File: src/rtl/ram_burst_writer.sv
// Burst write controller for a single-port synchronous RAM: streams valid/ready words to consecutive addresses.
// Define RAM_WRITER_VERIFY_EN to read back and compare each word after writing it (sticky err/err_addr).
module ram_burst_writer #(
    parameter int ADDR_WIDTH = 6,
    parameter int DATA_WIDTH = 8
) (
    input  logic                  clock,
    input  logic                  reset,
    input  logic                  start,
    input  logic [ADDR_WIDTH-1:0] base_addr,
    input  logic [ADDR_WIDTH:0]   count,
    input  logic [DATA_WIDTH-1:0] in_data,
    input  logic                  in_valid,
    output logic                  in_ready,
    output logic [ADDR_WIDTH-1:0] ram_address,
    output logic [DATA_WIDTH-1:0] ram_data,
    output logic                  ram_wren,
    input  logic [DATA_WIDTH-1:0] ram_q,
    output logic                  busy,
    output logic                  done,
    output logic [ADDR_WIDTH:0]   words_written,
    output logic                  err,
    output logic [ADDR_WIDTH-1:0] err_addr
);

`ifdef RAM_WRITER_VERIFY_EN
    typedef enum logic [2:0] {S_IDLE, S_WRITE, S_VRD, S_VCMP, S_DONE} state_t;
`else
    typedef enum logic [1:0] {S_IDLE, S_WRITE, S_DONE} state_t;
`endif

    state_t                state_q, state_d;
    logic [ADDR_WIDTH-1:0] cur_addr_q, cur_addr_d;
    logic [ADDR_WIDTH:0]   remaining_q, remaining_d;
    logic [ADDR_WIDTH:0]   words_q, words_d;
    logic                  in_ready_q, busy_q, done_q;
    logic                  handshake;

`ifdef RAM_WRITER_VERIFY_EN
    logic [ADDR_WIDTH-1:0] hold_addr_q, hold_addr_d;
    logic [DATA_WIDTH-1:0] hold_data_q, hold_data_d;
    logic                  err_q, err_d;
    logic [ADDR_WIDTH-1:0] err_addr_q, err_addr_d;
`endif

    assign handshake = in_ready_q & in_valid;

    always_comb begin
        state_d     = state_q;
        cur_addr_d  = cur_addr_q;
        remaining_d = remaining_q;
        words_d     = words_q;
`ifdef RAM_WRITER_VERIFY_EN
        hold_addr_d = hold_addr_q;
        hold_data_d = hold_data_q;
        err_d       = err_q;
        err_addr_d  = err_addr_q;
`endif
        case (state_q)
            S_IDLE: begin
                if (start) begin
                    cur_addr_d  = base_addr;
                    remaining_d = count;
                    words_d     = '0;
                    state_d     = (count == '0) ? S_DONE : S_WRITE;
                end
            end
            S_WRITE: begin
                if (handshake) begin
                    cur_addr_d  = cur_addr_q + ADDR_WIDTH'(1);
                    remaining_d = remaining_q - (ADDR_WIDTH+1)'(1);
                    words_d     = words_q + (ADDR_WIDTH+1)'(1);
`ifdef RAM_WRITER_VERIFY_EN
                    hold_addr_d = cur_addr_q;
                    hold_data_d = in_data;
                    state_d     = S_VRD;
`else
                    if (remaining_q == (ADDR_WIDTH+1)'(1)) state_d = S_DONE;
`endif
                end
            end
`ifdef RAM_WRITER_VERIFY_EN
            S_VRD:  state_d = S_VCMP;
            S_VCMP: begin
                // Only the first mismatch is recorded; err stays set until reset.
                if ((ram_q != hold_data_q) && !err_q) begin
                    err_d      = 1'b1;
                    err_addr_d = hold_addr_q;
                end
                state_d = (remaining_q != '0) ? S_WRITE : S_DONE;
            end
`endif
            S_DONE:  state_d = S_IDLE;
            default: state_d = S_IDLE;
        endcase
    end

    always_ff @(posedge clock or posedge reset) begin
        if (reset) begin
            state_q     <= S_IDLE;
            cur_addr_q  <= '0;
            remaining_q <= '0;
            words_q     <= '0;
            in_ready_q  <= 1'b0;
            busy_q      <= 1'b0;
            done_q      <= 1'b0;
`ifdef RAM_WRITER_VERIFY_EN
            hold_addr_q <= '0;
            hold_data_q <= '0;
            err_q       <= 1'b0;
            err_addr_q  <= '0;
`endif
        end else begin
            state_q     <= state_d;
            cur_addr_q  <= cur_addr_d;
            remaining_q <= remaining_d;
            words_q     <= words_d;
            in_ready_q  <= (state_d == S_WRITE);
            busy_q      <= (state_d != S_IDLE);
            done_q      <= (state_d == S_DONE);
`ifdef RAM_WRITER_VERIFY_EN
            hold_addr_q <= hold_addr_d;
            hold_data_q <= hold_data_d;
            err_q       <= err_d;
            err_addr_q  <= err_addr_d;
`endif
        end
    end

    assign in_ready      = in_ready_q;
    assign ram_wren      = handshake;
    assign ram_data      = in_data;
    assign busy          = busy_q;
    assign done          = done_q;
    assign words_written = words_q;

`ifdef RAM_WRITER_VERIFY_EN
    assign ram_address = ((state_q == S_VRD) || (state_q == S_VCMP)) ? hold_addr_q : cur_addr_q;
    assign err         = err_q;
    assign err_addr    = err_addr_q;
`else
    logic unused_ram_q_parity;
    assign unused_ram_q_parity = ^ram_q;
    assign ram_address = cur_addr_q;
    assign err         = 1'b0;
    assign err_addr    = '0;
`endif

endmodule

File: config.mk
export PLATFORM = sky130hd
export DESIGN_NAME = ram_burst_writer
export DESIGN_NICKNAME = d
export VERILOG_FILES = /design/src/rtl/ram_burst_writer.sv
export SDC_FILE = /design/constraint.sdc
export NUM_CORES = 1
export LEC_CHECK = 0
export ABC_AREA = 1
export BUFFER_PORTS_ARGS = -buffer_cell sky130_fd_sc_hd__buf_2
export CAP_MARGIN = 20
export CORE_ASPECT_RATIO = 0.7
export CORE_MARGIN = 4
export CORE_UTILIZATION = 45
export DETAILED_ROUTE_END_ITERATION = 8
export PLACE_DENSITY = 0.81
export SYNTH_ARGS = -nofsm -noshare
export SYNTH_HDL_FRONTEND = slang
export SYNTH_SLANG_ARGS = --single-unit
File: constraint.sdc
create_clock -name clock -period 3.82 [get_ports clock]
set_clock_uncertainty 0.05 [all_clocks]
set_input_delay 0.191 -clock clock [delete_from_list [all_inputs] [get_ports clock]]
set_output_delay 0.191 -clock clock [all_outputs]
set_load 0.01 [all_outputs]
==> flow_summary_export.csv <==
group,metric,value,unit
outcome,status,"finished clean",
route,detail_route.iter0.violations,108,
power_and_ir_drop,ir_worst_vdd,697,uV
synth,synth_area_leaders,"dfrtp_1, nand2_1, nor2_1",
synth,ys_seq_elements,25,
die,die-area,4660,um2
synth,synth_top_area_share,38.4,%
setup_path,rrSetupSlack,1.90,ns
synth,synth_compound_area_share,9.29,%
power_and_ir_drop,power_density,763,nW/um2
synth,synthSimpleGateAreaFrac,33.3,%
route,wl_met2,1580,um
clock_network,post_cts_buffers,0,
sta,finalCritPeriodShare,50.4,%
route,via_per_inst,5.00,
setup_path,critPathLaunchType,"register",
synth,synth_top_family_by_area,"simple AND/OR/NAND/NOR gates",
layout,syn_to_final_growth,7.99,%
grt,grt_pass1_wl,5920,um
setup_path,endpoint,"remaining_q[3]",
clock_network,clockBufferDepth,2,
setup_path,ff2ff_path_depth,7,
route,drcViolationCount,0,
die,start_util,49.1,%
hold_path,min_path_type,"in -> async",
route,vias,1490,
sta,hold_slack,0.0772,ns
layout,drive_gt1_share,18.3,%
clock_network,cts_made_buffers,3,
setup_path,critPathRequiredTime,3.92,ns
synth,syn_area,1630,um2
clock_network,cts-resized-gates,0,
synth,yosys.cell_types.count,27,
route,top_layer_used,"met4",
clock_network,path_clk_slew,0.09,ns
grt,grt_pass1_vias,1320,
clock_network,cts_tree,"built",
synth,seq_area_frac_synth,38.4,%
synth,synthCells,229,
sta,slew_violations,0,
grt,grt.total_usage,16.1,%
grt,antenna_found_initial,0,
sta,worstMarginPinSlew,0.977,ns
route,ant_nets,0,
synth,synth_area_leader_cell,"dfrtp_1",
die,fp.dieH,58.3,um
synth,synth_xor_area_share,0.538,%
synth,syn-mean-instance-area,7.11,um2
route,wl_per_cell,12.1,um
setup_path,r2r_start,"state_q[0]",
setup_path,reg2reg_to,"remaining_q[3]",
route,wl_met3,323,um
power_and_ir_drop,leakage,0.945,nW
grt,grt-ovfl-total,0,
die,dieWidth,79.9,um
clock_network,cts_hold_buf,0,
route,drt-total-wl,3620,um
sta,max_freq,520,MHz
route,drt-met1-wl,1690,um
flow_run,drv_cap,0,
clock_network,clockRootBuffer,"clkbuf_8",
placement,placed_cell_area,1710,um2
placement,post-dp-hpwl,2670,um
setup_path,cp_max_fo,22,
synth,synthMuxAreaShare,0,%
setup_path,crit_type,"reg -> reg",
layout,fin_area,1760,um2
die,fp-row-count,17,
clock_network,cts_max_level,1,
clock_network,clk_latency,0.27,ns
die,coreArea,3320,um2
clock_network,cts_sinks,25,
sta,period_minus_slack,1.92,ns
die,ios,65,
placement,portBuffers,33,
synth,ys_warn_count,0,
route,drt_first_pass_iters,5,
setup_path,endpoint_kind,"register",
synth,synth_fa_ha_area_share,3.07,%
grt,grt_max_degree,26,
sta,hold_viol_final,0,
setup_path,crit_start,"state_q[0]",
layout,fin_nets,289,
placement,place_congestion,0.857,
sta,slew_headroom,34.8,%
sta,final-setup-viol-count,0,
setup_path,arrival,2.03,ns
layout,n_antenna_cell,0,
sta,rsz0062_at_grt,"no",
sta,setup_tns,0,ns
## cell usage in the layout (no fill, tap or decap), types with 5 or more instances in the layout
master / instances
a21oi_1: 5
nand2_1: 64
nor2_1: 31
conb_1: 7
dfrtp_1: 25
nand3_1: 17
inv_1: 22
buf_2: 33
o21ai_0: 14
## cell usage after synthesis
cell      number
a21oi_1        5
o21ai_2        1
a21boi_0       1
nand4_1        4
buf_4         15
nand3_1       17
a31oi_1        1
nor2_2         1
nor2_4         2
and2_1         1
ha_1           4
o211ai_1       2
nor3_1         3
conb_1         1
buf_2          3
inv_2          1
dfrtp_1       25
or2_2          1
inv_1         22
nand2_1       64
a21oi_2        1
buf_6          3
nand2_2        3
o21ai_0       14
o21ai_1        2
xor2_1         1
nor2_1        31
## power breakdown
part	switching (mW)	internal [mW]	total [mW]	leakage, nW
registers	0.116	0.373	0.489	0.314
clock network	0.0862	0.0748	0.161	0.0228
logic	0.454	0.237	0.692	0.609
## worst max-delay path: stages (launching register included)
cell	delay (ns)
dfrtp_1	0.41
inv_1	0.12
nor2_4	0.41
nand2_2	0.13
nand2_2	0.35
o21ai_0	0.17
nand2_1	0.08
o21ai_0	0.07
## stage by stage
stage               worst slack, ns  total power, mW  util [%]  instances
detailed placement             1.93             1.18      51.7        294
global route                   1.69             1.47      53.0        298
global placement               2.00             1.15      51.7        294
floorplan                      2.50             1.04         -        235
finish                         1.90             1.34      53.0        298
CTS                            1.91             1.34      53.0        298
## worst min-delay path by stage
stage	slack, ns	startpoint	endpoint
5_1_grt	0.15	base_addr[1]	ram_address[1]
2_1_floorplan	0.17	reset	busy
3_5_place_dp	0.33	in_data[2]	ram_data[2]
4_1_cts	0.10	reset	remaining_q[1]
3_3_place_gp	0.33	in_data[2]	ram_data[2]
6_report	0.08	reset	done
## sequential cells by signal, summed over array words and instances, names as in the netlist
register / flops
busy: 1
done: 1
in_ready: 1
ram_address: 6
remaining_q: 7
state_q: 2
words_written: 7
## layout make-up
type	count	area [um2]
inverters	23	86.3
clock buffers	4	45.0
fillers	331	1560
multi-input cells	166	778
well taps	47	58.8
flip-flops and latches	25	626
repair buffers	33	165
## per-layer routing
layer | track usage, % | up-vias
met3 | 4.43 | 3
met2 | 24.5 | 55
met4 | 3.13 | 0
met1 | 23.1 | 689
li1 | - | 743
met5 | 0 | -
## logic make-up after synthesis
group                      Yosys count
and+or+nand+nor                    127
buffers and inverters               44
AOI/OAI and AO/OA                   27
DFF                                 25
adders and majority gates            4
xor gates and xnor gates             1
other                                1
Note: power is estimated with default switching activity, not from simulation.
